**config.mk**
```make
export PLATFORM = sky130hd
export DESIGN_NAME = wb_arbiter
export DESIGN_NICKNAME = d
export VERILOG_FILES = /design/src/rtl/wb_arbiter_pkg.sv /design/src/rtl/wb_arbiter_fifo.sv /design/src/rtl/wb_arbiter.sv
export SDC_FILE = /design/constraint.sdc
export NUM_CORES = 1
export LEC_CHECK = 0
export ABC_AREA = 1
export CORE_ASPECT_RATIO = 1.1
export CORE_MARGIN = 4
export CORE_UTILIZATION = 51
export DETAILED_ROUTE_END_ITERATION = 10
export GPL_TIMING_DRIVEN = 1
export PLACE_DENSITY = 0.87
export SLEW_MARGIN = 20
export SYNTH_ARGS = -nofsm -noshare
export SYNTH_HDL_FRONTEND = slang
export SYNTH_HIERARCHICAL = 1
export SYNTH_SLANG_ARGS = --single-unit
export TNS_END_PERCENT = 50
```
**constraint.sdc**
```tcl
create_clock -name clk -period 3.8 [get_ports clk]
set_clock_uncertainty 0.2 [all_clocks]
set_input_delay 0.76 -clock clk [delete_from_list [all_inputs] [get_ports clk]]
set_output_delay 0.76 -clock clk [all_outputs]
set_load 0.005 [all_outputs]
```
**src/rtl/wb_arbiter_pkg.sv**
```systemverilog
// Shared writeback types: register/word types, load funct3 encoding, writeback
// request record and the load extension helper used at LSU push time.
package wb_arbiter_pkg;

    typedef logic [4:0]  reg_addr_t;
    typedef logic [31:0] word_t;

    typedef enum logic [2:0] {
        LB  = 3'b000,
        LH  = 3'b001,
        LW  = 3'b010,
        LBU = 3'b100,
        LHU = 3'b101
    } load_f3_t;

    typedef struct packed {
        reg_addr_t rd;
        word_t     data;
    } wb_req_t;

    // Reserved funct3 codes fall through to the unmodified word.
    function automatic word_t load_extend(input word_t raw, input load_f3_t f3,
                                          input logic [1:0] offset);
        logic [7:0]  b;
        logic [15:0] h;
        word_t       r;
        case (offset)
            2'd0:    b = raw[7:0];
            2'd1:    b = raw[15:8];
            2'd2:    b = raw[23:16];
            default: b = raw[31:24];
        endcase
        h = offset[1] ? raw[31:16] : raw[15:0];
        case (f3)
            LB:      r = {{24{b[7]}}, b};
            LH:      r = {{16{h[15]}}, h};
            LBU:     r = {24'h0, b};
            LHU:     r = {16'h0, h};
            default: r = raw;
        endcase
        return r;
    endfunction

endpackage

```
**src/rtl/wb_arbiter_fifo.sv**
```systemverilog
// Synchronous FIFO of writeback requests; head is read from storage so a
// pushed entry becomes visible the cycle after its push.
module wb_fifo
    import wb_arbiter_pkg::*;
#(
    parameter int DEPTH = 2
) (
    input  logic                     clk,
    input  logic                     rst_n,
    input  logic                     push,
    input  wb_req_t                  din,
    input  logic                     pop,
    output wb_req_t                  dout,
    output logic                     full,
    output logic                     empty,
    output logic [$clog2(DEPTH):0]   count
);

    localparam int AW = $clog2(DEPTH);

    wb_req_t         mem [DEPTH];
    logic [AW-1:0]   wr_ptr;
    logic [AW-1:0]   rd_ptr;
    logic            do_push;
    logic            do_pop;

    assign full    = (count == (AW+1)'(DEPTH));
    assign empty   = (count == '0);
    assign do_push = push && !full;
    assign do_pop  = pop && !empty;
    assign dout    = mem[rd_ptr];

    always_ff @(posedge clk) begin
        if (do_push) begin
            mem[wr_ptr] <= din;
        end
    end

    // Power-of-two depth lets the pointers wrap by plain overflow.
    always_ff @(posedge clk or negedge rst_n) begin
        if (!rst_n) begin
            wr_ptr <= '0;
            rd_ptr <= '0;
            count  <= '0;
        end else begin
            if (do_push) wr_ptr <= wr_ptr + 1'b1;
            if (do_pop)  rd_ptr <= rd_ptr + 1'b1;
            case ({do_push, do_pop})
                2'b10:   count <= count + 1'b1;
                2'b01:   count <= count - 1'b1;
                default: count <= count;
            endcase
        end
    end

endmodule

```
**src/rtl/wb_arbiter.sv**
```systemverilog
// Writeback arbiter: round-robin between EXU results and buffered LSU loads
// into one registered regfile write port. WB_BYPASS_EN adds fwd_* outputs.
module wb_arbiter
    import wb_arbiter_pkg::*;
#(
    parameter int LSU_FIFO_DEPTH = 2
) (
    input  logic                              clk,
    input  logic                              rst_n,
    input  logic                              exu_valid,
    output logic                              exu_ready,
    input  logic [4:0]                        exu_rd,
    input  logic [31:0]                       exu_wdata,
    input  logic                              lsu_valid,
    output logic                              lsu_ready,
    input  logic [4:0]                        lsu_rd,
    input  logic [31:0]                       lsu_rdata,
    input  logic [2:0]                        lsu_funct3,
    input  logic [1:0]                        lsu_offset,
    output logic                              rf_we,
    output logic [4:0]                        rf_rd,
    output logic [31:0]                       rf_wdata,
    output logic [$clog2(LSU_FIFO_DEPTH):0]   lsu_count
`ifdef WB_BYPASS_EN
    ,
    output logic                              fwd_valid,
    output logic [4:0]                        fwd_rd,
    output logic [31:0]                       fwd_wdata
`endif
);

    wb_req_t push_req;
    wb_req_t head;
    logic    fifo_full;
    logic    fifo_empty;
    logic    grant_exu;
    logic    grant_lsu;
    logic    last_grant_lsu;

    assign push_req.rd   = lsu_rd;
    assign push_req.data = load_extend(lsu_rdata, load_f3_t'(lsu_funct3), lsu_offset);

    wb_fifo #(
        .DEPTH (LSU_FIFO_DEPTH)
    ) u_lsu_fifo (
        .clk   (clk),
        .rst_n (rst_n),
        .push  (lsu_valid),
        .din   (push_req),
        .pop   (grant_lsu),
        .dout  (head),
        .full  (fifo_full),
        .empty (fifo_empty),
        .count (lsu_count)
    );

    assign lsu_ready = !fifo_full;

    // On a tie the side that lost last time wins.
    assign grant_exu = exu_valid && (fifo_empty || last_grant_lsu);
    assign grant_lsu = !fifo_empty && (!exu_valid || !last_grant_lsu);
    assign exu_ready = grant_exu;

    always_ff @(posedge clk or negedge rst_n) begin
        if (!rst_n) begin
            rf_we          <= 1'b0;
            rf_rd          <= '0;
            rf_wdata       <= '0;
            last_grant_lsu <= 1'b1;
        end else begin
            rf_we <= 1'b0;
            if (grant_exu) begin
                rf_rd    <= exu_rd;
                rf_wdata <= exu_wdata;
                rf_we    <= (exu_rd != '0);
            end else if (grant_lsu) begin
                rf_rd    <= head.rd;
                rf_wdata <= head.data;
                rf_we    <= (head.rd != '0);
            end
            if (grant_exu || grant_lsu) begin
                last_grant_lsu <= grant_lsu;
            end
        end
    end

`ifdef WB_BYPASS_EN
    assign fwd_valid = rf_we;
    assign fwd_rd    = rf_rd;
    assign fwd_wdata = rf_wdata;
`endif

endmodule
```
==> out/qor.csv, run 1 <==
metric,value,unit
die area,12600,um2
Pwr per Cell Area,795,nW/um2
Multi-input gate area,1880,um2
net switching power figure,2.01,mW
FF+latch area,3300,um2
total CTS buffers,17,
Crit. End Element,output pin,
Post-DRT Antenna Nets,0,
Final TNS setup,0,ns
number of synthesized flops with an enable pin,74,
highest clock rate,336,MHz
CP Data Required Time,2.84,ns
post-DR wirelength/cell,16.8,um
slowest CP cell,clkdlybuf4s50_1,
area of the core,10500,um2
largest net degree at the start of global routing,75,
global placement routability congestion,0.927,
Mapped Avg Cell Area,8.96,um2
post-synthesis net count,703,
CTS Buffer Depth,2,
max-cap violation count,0,
adder-cell area share of the yosys netlist,0.225,%
largest family of logic cells by synthesized area,simple AND/OR/NAND/NOR gates,
# rows,39,
RSZ-0062 raised after global routing,false,
Period minus WS final,2.98,ns
worst rel slew slack,39.1,%
Post-CTS Hold Fix Bufs,0,
Crit Path Class,primary input to output pin,
DRT Pass-1 Iters,5,
PostCTS Resize Cnt,0,
Netlist Area Pre-Place,5550,um2
Critical Path AT,2.02,ns
fin nets,814,
vias post-DR,4879,
Sw Ratio,34.0,%
Crit Path Max Fanout,3,
vias per cell,5.51,
pre-CTS setup slack,0.659,ns
"flops & latches, synth",117,
final hold violation count,0,
simple-gate portion of the synthesized area,23.0,%
"Slew Viols, Final",0,
worst-path cell chain,"clkdlybuf4s50_1, inv_1, o21ai_2, clkdlybuf4s50_1",
Setup Buffers After CTS,0,
I/O Pins,125,
setup violators final,0,
CTS root buffer,clkbuf_16,
R2R Setup Slk,1.29,ns
initial drt markers,430,
Synth Area in XOR/XNOR,0.158,%
CP Buf/Inv Count,3,
global-route wire length before repair,24.0,mm
clock slew at reported path FFs,0.05,ns
share of cells above drive strength 1,6.73,%
Post-synth top flop,edfxtp_1,
drt drc,0,
final WL,14.8,mm
vias in the first global route,4816,
Worst Hold Class,primary input to async pin,
R2R Path End,rf_wdata[26],
CP max stage delay,0.53,ns
fin crit share,78.3,%
VDD IR max,0.000710,V
part of the power in combinational logic,37.4,%
Total Routing Usage GR,24.2,%
Worst R2R Start,u_lsu_fifo/count[1],
Ant. Diodes,0,
Clk pwr share,28.4,%
leakage power,3.14,nW
Netlist cell types,23,
FILL cells,762,
synth warn,6,
Cells after Synth,619,
Slew @ Worst Pin,0.912,ns
clock sink count,117,
initial core utilization,52.9,%
CTS HTree Levels,4,
mux share of post-synthesis cell area,0,%
asr flop ratio synth,36.8,%
Fin Hold WS,0.138,ns
FF-to-FF path depth,8,
initial antenna violation count,0,
part of the power in registers,34.2,%
CP dominant cell by count,clkdlybuf4s50_1,
Crit path max-delay family,buffers and inverters,
insertion delay to the later sink of the worst-skew pair,0.42,ns
Startpoint Class,primary input,
Overflow after GRT,0,
sequential fraction of the synthesis area,59.5,%
Pint,3.89,mW
CTS tree,yes,
P&R area growth vs syn,33.8,%
status,"finished, final reports clean",
Vert. Die Dim,117,um
post-synthesis compound-gate area fraction,10.5,%
die width,107,um
DP Wirelength,9.92,mm
Setup WS post-layout,0.823,ns
I/O Buffers,124,
layout make-up:
class | instances | share of cell area, %
Inverter | 33 | 1.69
Sequential cell | 117 | 44.5
Timing Repair Buffer | 132 | 17.5
Clock buffer | 25 | 6.96
Clock inverter | 7 | 1.60
Tap cell | 143 | 2.41
Multi-Input combinational cell | 429 | 25.4
synth_stat cells, types with 5 or more instances:
master | number | area (um2)
nor2_1 | 56 | 210
inv_2 | 5 | 18.8
a21oi_1 | 71 | 355
nand2_1 | 190 | 713
buf_6 | 7 | 78.8
buf_2 | 25 | 125
inv_1 | 27 | 101
edfxtp_1 | 74 | 2220
dfrtp_1 | 42 | 1050
nand3_1 | 61 | 305
o21ai_0 | 17 | 85.1
o21ai_1 | 25 | 125
how the worst max path moves through the flow:
stage                           endpoint          start  slack (ns)  cells past startpoint
global route                   exu_ready      exu_valid        0.73                      4
floorplan           u_lsu_fifo/mem[1][0]      lsu_valid        0.75                      2
global placement    u_lsu_fifo/mem[0][8]  lsu_offset[1]        0.75                      5
detailed placement  u_lsu_fifo/mem[1][9]  lsu_offset[1]        0.66                      5
finish                         exu_ready      exu_valid        0.82                      4
CTS                            exu_ready      exu_valid        0.82                      4
worst register-to-register path, stage by stage, from the launching register on:
cell	delay, ns
dfrtp_1	0.40
inv_1	0.14
nand2_1	0.11
inv_1	0.08
inv_2	0.04
o21ai_2	0.18
clkinv_2	0.74
nor2_1	0.37
o21ai_1	0.12
layout by cell type, fill, tap and decap left out, drive strengths merged, types with 9 or more instances in the layout:
cell	n
clkdlybuf4s50	123
nand3	63
dfrtp	42
nand2	190
clkbuf	25
nor2	56
a21oi	71
edfxtp	74
buf	9
o21ai	43
inv	31
power groups by stage:
| stage | logic [mW] | registers (mW) | clock network (mW) |
|---|---|---|---|
| after global placement | 2.08 | 2.02 | 0 |
| after global routing | 2.44 | 2.07 | 1.76 |
| after floorplan | 1.30 | 2.04 | 0 |
| after detailed placement | 2.17 | 2.04 | 0 |
| after CTS | 2.20 | 2.02 | 1.69 |
| final | 2.20 | 2.02 | 1.67 |
routing by layer:
metal / part of all wire (%) / vias to the layer above / track usage (%)
li1: - / 2299 / -
met1: 40 / 2291 / 32.1
met2: 49 / 259 / 38.6
met3: 8.3 / 30 / 4.89
met4: 2.4 / 0 / 10.5
met5: 0 / - / 0
sequential cells by signal (all words and copies together), names as in the netlist:
| register | flops |
|---|---|
| rf_rd | 5 |
| u_lsu_fifo/rd_ptr | 1 |
| u_lsu_fifo/wr_ptr | 1 |
| rf_wdata | 32 |
| last_grant_lsu | 1 |
| u_lsu_fifo/mem | 74 |
| rf_we | 1 |
| u_lsu_fifo/count | 2 |
through the flow:
stage	instance area (um2)	power, mW	cells	utilization [%]
6_report	7420	5.90	886	70.7
4_1_cts	7420	5.91	886	70.7
2_1_floorplan	5550	3.34	619	-
3_5_place_dp	6780	4.21	854	64.7
5_1_grt	7420	6.27	886	70.7
3_3_place_gp	6780	4.10	854	64.7
cell families after synthesis:
family,count (synthesis)
and+or+nand+nor,312
buffers and inverters,73
xor gates and xnor gates,1
adders and majority gates,1
AOI/OAI and AO/OA,115
DFF,117
Note: power is estimated with default switching activity, not from simulation.
==> run 2, diff against run 1 <==
CORE_UTILIZATION = 46   (was 51)
PLACE_DENSITY = 0.83   (was 0.87)
clock period = 2.4 ns   (was 3.8 ns; I/O delays follow)
==> out/qor.csv, run 2 (synthesized netlist as in run 1, its figures left out) <==
metric,value,unit,change
status,"finished, final reports clean",,
Crit Path Max Fanout,4,,+1
initial antenna violation count,0,,unchanged
area of the core,11600,um2,+11%
"Slew Viols, Final",0,,unchanged
Layout Utilization,64.7,%,-6.1 points
largest net degree at the start of global routing,44,,-41%
Fin Hold WS,0.305,ns,+0.167 ns
initial drt markers,365,,-15%
Worst Hold Class,register to register,,
initial core utilization,47.7,%,-5.2 points
hold wc startpoint,rf_rd[0],,
# rows,41,,+5.1%
part of the power in combinational logic,38.9,%,+1.5 points
worst-path cell chain,"inv_1, nor2_1, inv_1, clkdlybuf4s50_1",,
Sw Ratio,34.4,%,+0.40 points
insertion delay to the later sink of the worst-skew pair,0.41,ns,about the same
vias in the first global route,4687,,-2.7%
die area,13900,um2,+10%
CTS root buffer,clkbuf_16,,
global placement routability congestion,0.874,,-5.7%
Crit Path Class,register to output pin,,
"commonest non-fill, non-tap cells in the layout","190 x nand2_1, 122 x clkdlybuf4s50_1, 74 x edfxtp_1, 71 x a21oi_1, 61 x nand3_1",,
hold path depth,2,,
CP Launch Point,u_lsu_fifo/count[1],,
clock slew at reported path FFs,0.05,ns,about the same
die width,113,um,+4.9%
global-route wire length before repair,23.9,mm,-0.58%
DP Wirelength,10.5,mm,+5.4%
max-cap violation count,0,,unchanged
highest clock rate,442,MHz,
post-DR wirelength/cell,16.7,um,-0.56%
Slew @ Worst Pin,0.661,ns,-0.251 ns
Period minus WS final,2.26,ns,
leakage power,3.20,nW,+1.9%
Largest regs,"u_lsu_fifo/mem: 74 flops, rf_wdata: 32 flops, rf_rd: 5 flops",,
CTS HTree Levels,4,,unchanged
VDD IR max,0.000588,V,-17%
Startpoint Class,register,,
CTS Buffer Depth,2,,unchanged
fin crit share,94.3,%,
clock sink count,117,,unchanged
P&R area growth vs syn,35.8,%,
"Design Area, Final",7530,um2,+1.5%
CP max stage delay,0.50,ns,-0.03 ns
worst rel slew slack,55.8,%,+17 points
share of cells above drive strength 1,7.95,%,+1.2 points
Final TNS setup,0,ns,unchanged
part of the power in registers,34.5,%,+0.3 points
Post-DRT Antenna Nets,0,,unchanged
CP Data Required Time,1.72,ns,-1.12 ns
Critical Path AT,1.58,ns,-0.44 ns
FILL cells,901,,+18%
drt drc,0,,unchanged
FF-to-FF path depth,10,,+2
RSZ-0062 raised after global routing,false,,
Pint,6.08,mW,+56%
Vert. Die Dim,123,um,+4.9%
I/O Pins,125,,unchanged
Clk pwr share,26.5,%,-1.9 points
max reg flops,74,,unchanged
placed cell areas,6950,um2,+2.5%
"most common cell after layout, fill and taps aside",nand2_1,,
final WL,15.1,mm,+1.6%
largest reg by FF count,u_lsu_fifo/mem,,
total CTS buffers,17,,unchanged
DRT Pass-1 Iters,5,,unchanged
Worst R2R Start,u_lsu_fifo/count[1],,
vias per cell,5.31,,-3.5%
setup violators final,0,,unchanged
Total Routing Usage GR,22.1,%,-2.1 points
I/O Buffers,124,,unchanged
fin nets,826,,+1.5%
Pwr per Cell Area,1230,nW/um2,+55%
CP dominant cell by count,inv_1,,
final hold violation count,0,,unchanged
slowest CP cell,clkdlybuf4s50_1,,
net switching power figure,3.19,mW,+59%
Crit. End Element,output pin,,
Overflow after GRT,0,,unchanged
Ant. Diodes,0,,unchanged
vias post-DR,4807,,-1.5%
CTS tree,yes,,
-- run 2: cell count changes in the layout (fill, tap and decap cells not counted), sizes merged --
cell,change
clkinv,+3
clkdlybuf4s50,-1
inv,+1
dlygate4sd2,+1
buf,+11
dlygate4sd3,+1
clkbuf,-4
-- run 2: repair_timing --
action,CTS,global route
buffers inserted,0,0
gates resized for setup,1,0
hold endpoints to repair,42,0
hold buffers,1,0
endpoints found under the setup margin,1,0
-- run 2: final timing paths --
check | endpoint | slack [ns]
worst min register to register | rf_rd[0] | 0.31
worst max-delay path | lsu_ready | 0.14
worst min-delay path | rf_rd[0] | 0.31
worst max register to register | rf_wdata[10] | 0.20
min in group asynchronous | rf_wdata[20] | 0.48
max in group asynchronous | rf_wdata[17] | 1.11
-- run 2: routing by layer --
layer / vias up / GRT usage, % / share of wire [%]
li1: 2315 / - / -
met1: 2258 / 28.8 / 42
met2: 206 / 37.0 / 50
met3: 28 / 4.06 / 6.0
met4: 0 / 8.04 / 2.2
met5: - / 0 / 0
-- run 2: per-stage QoR --
step	instances	setup WS (ns)	power, mW
floorplan	619	0.220	5.28
global placement	872	0.00874	6.63
detailed placement	872	-0.103	6.78
CTS	905	0.118	9.28
global route	905	0.0137	9.82
finish	905	0.136	9.26
-- run 2: area by class of cell --
type | count | area, um2 | area share, %
clock inverters | 11 | 135 | 1.79
inverters | 33 | 124 | 1.64
repair buffers | 144 | 1460 | 19.4
multi-input cells | 429 | 1880 | 25.0
clock buffers | 21 | 440 | 5.85
well taps | 150 | 188 | 2.49
flip-flops and latches | 117 | 3300 | 43.8
-- run 2: critical path, delay by kind of cell, from the launching register on --
kind,cells,cell delay (ns)
AND/OR/NAND/NOR,1,0.08
flip-flops,1,0.40
buffers and inverters,3,0.70
-- run 2: power groups by stage --
stage,registers [mW],logic [mW],clock network [mW]
after floorplan,3.23,2.06,0
after detailed placement,3.23,3.55,0
after global routing,3.26,3.98,2.58
after CTS,3.20,3.60,2.48
final,3.20,3.61,2.46
after global placement,3.20,3.43,0
==> run 3, diff against run 2 <==
SLEW_MARGIN = unset   (was 20)
==> results of run 3 <==
The final DEF is identical to that of run 2; final timing and power are the same.
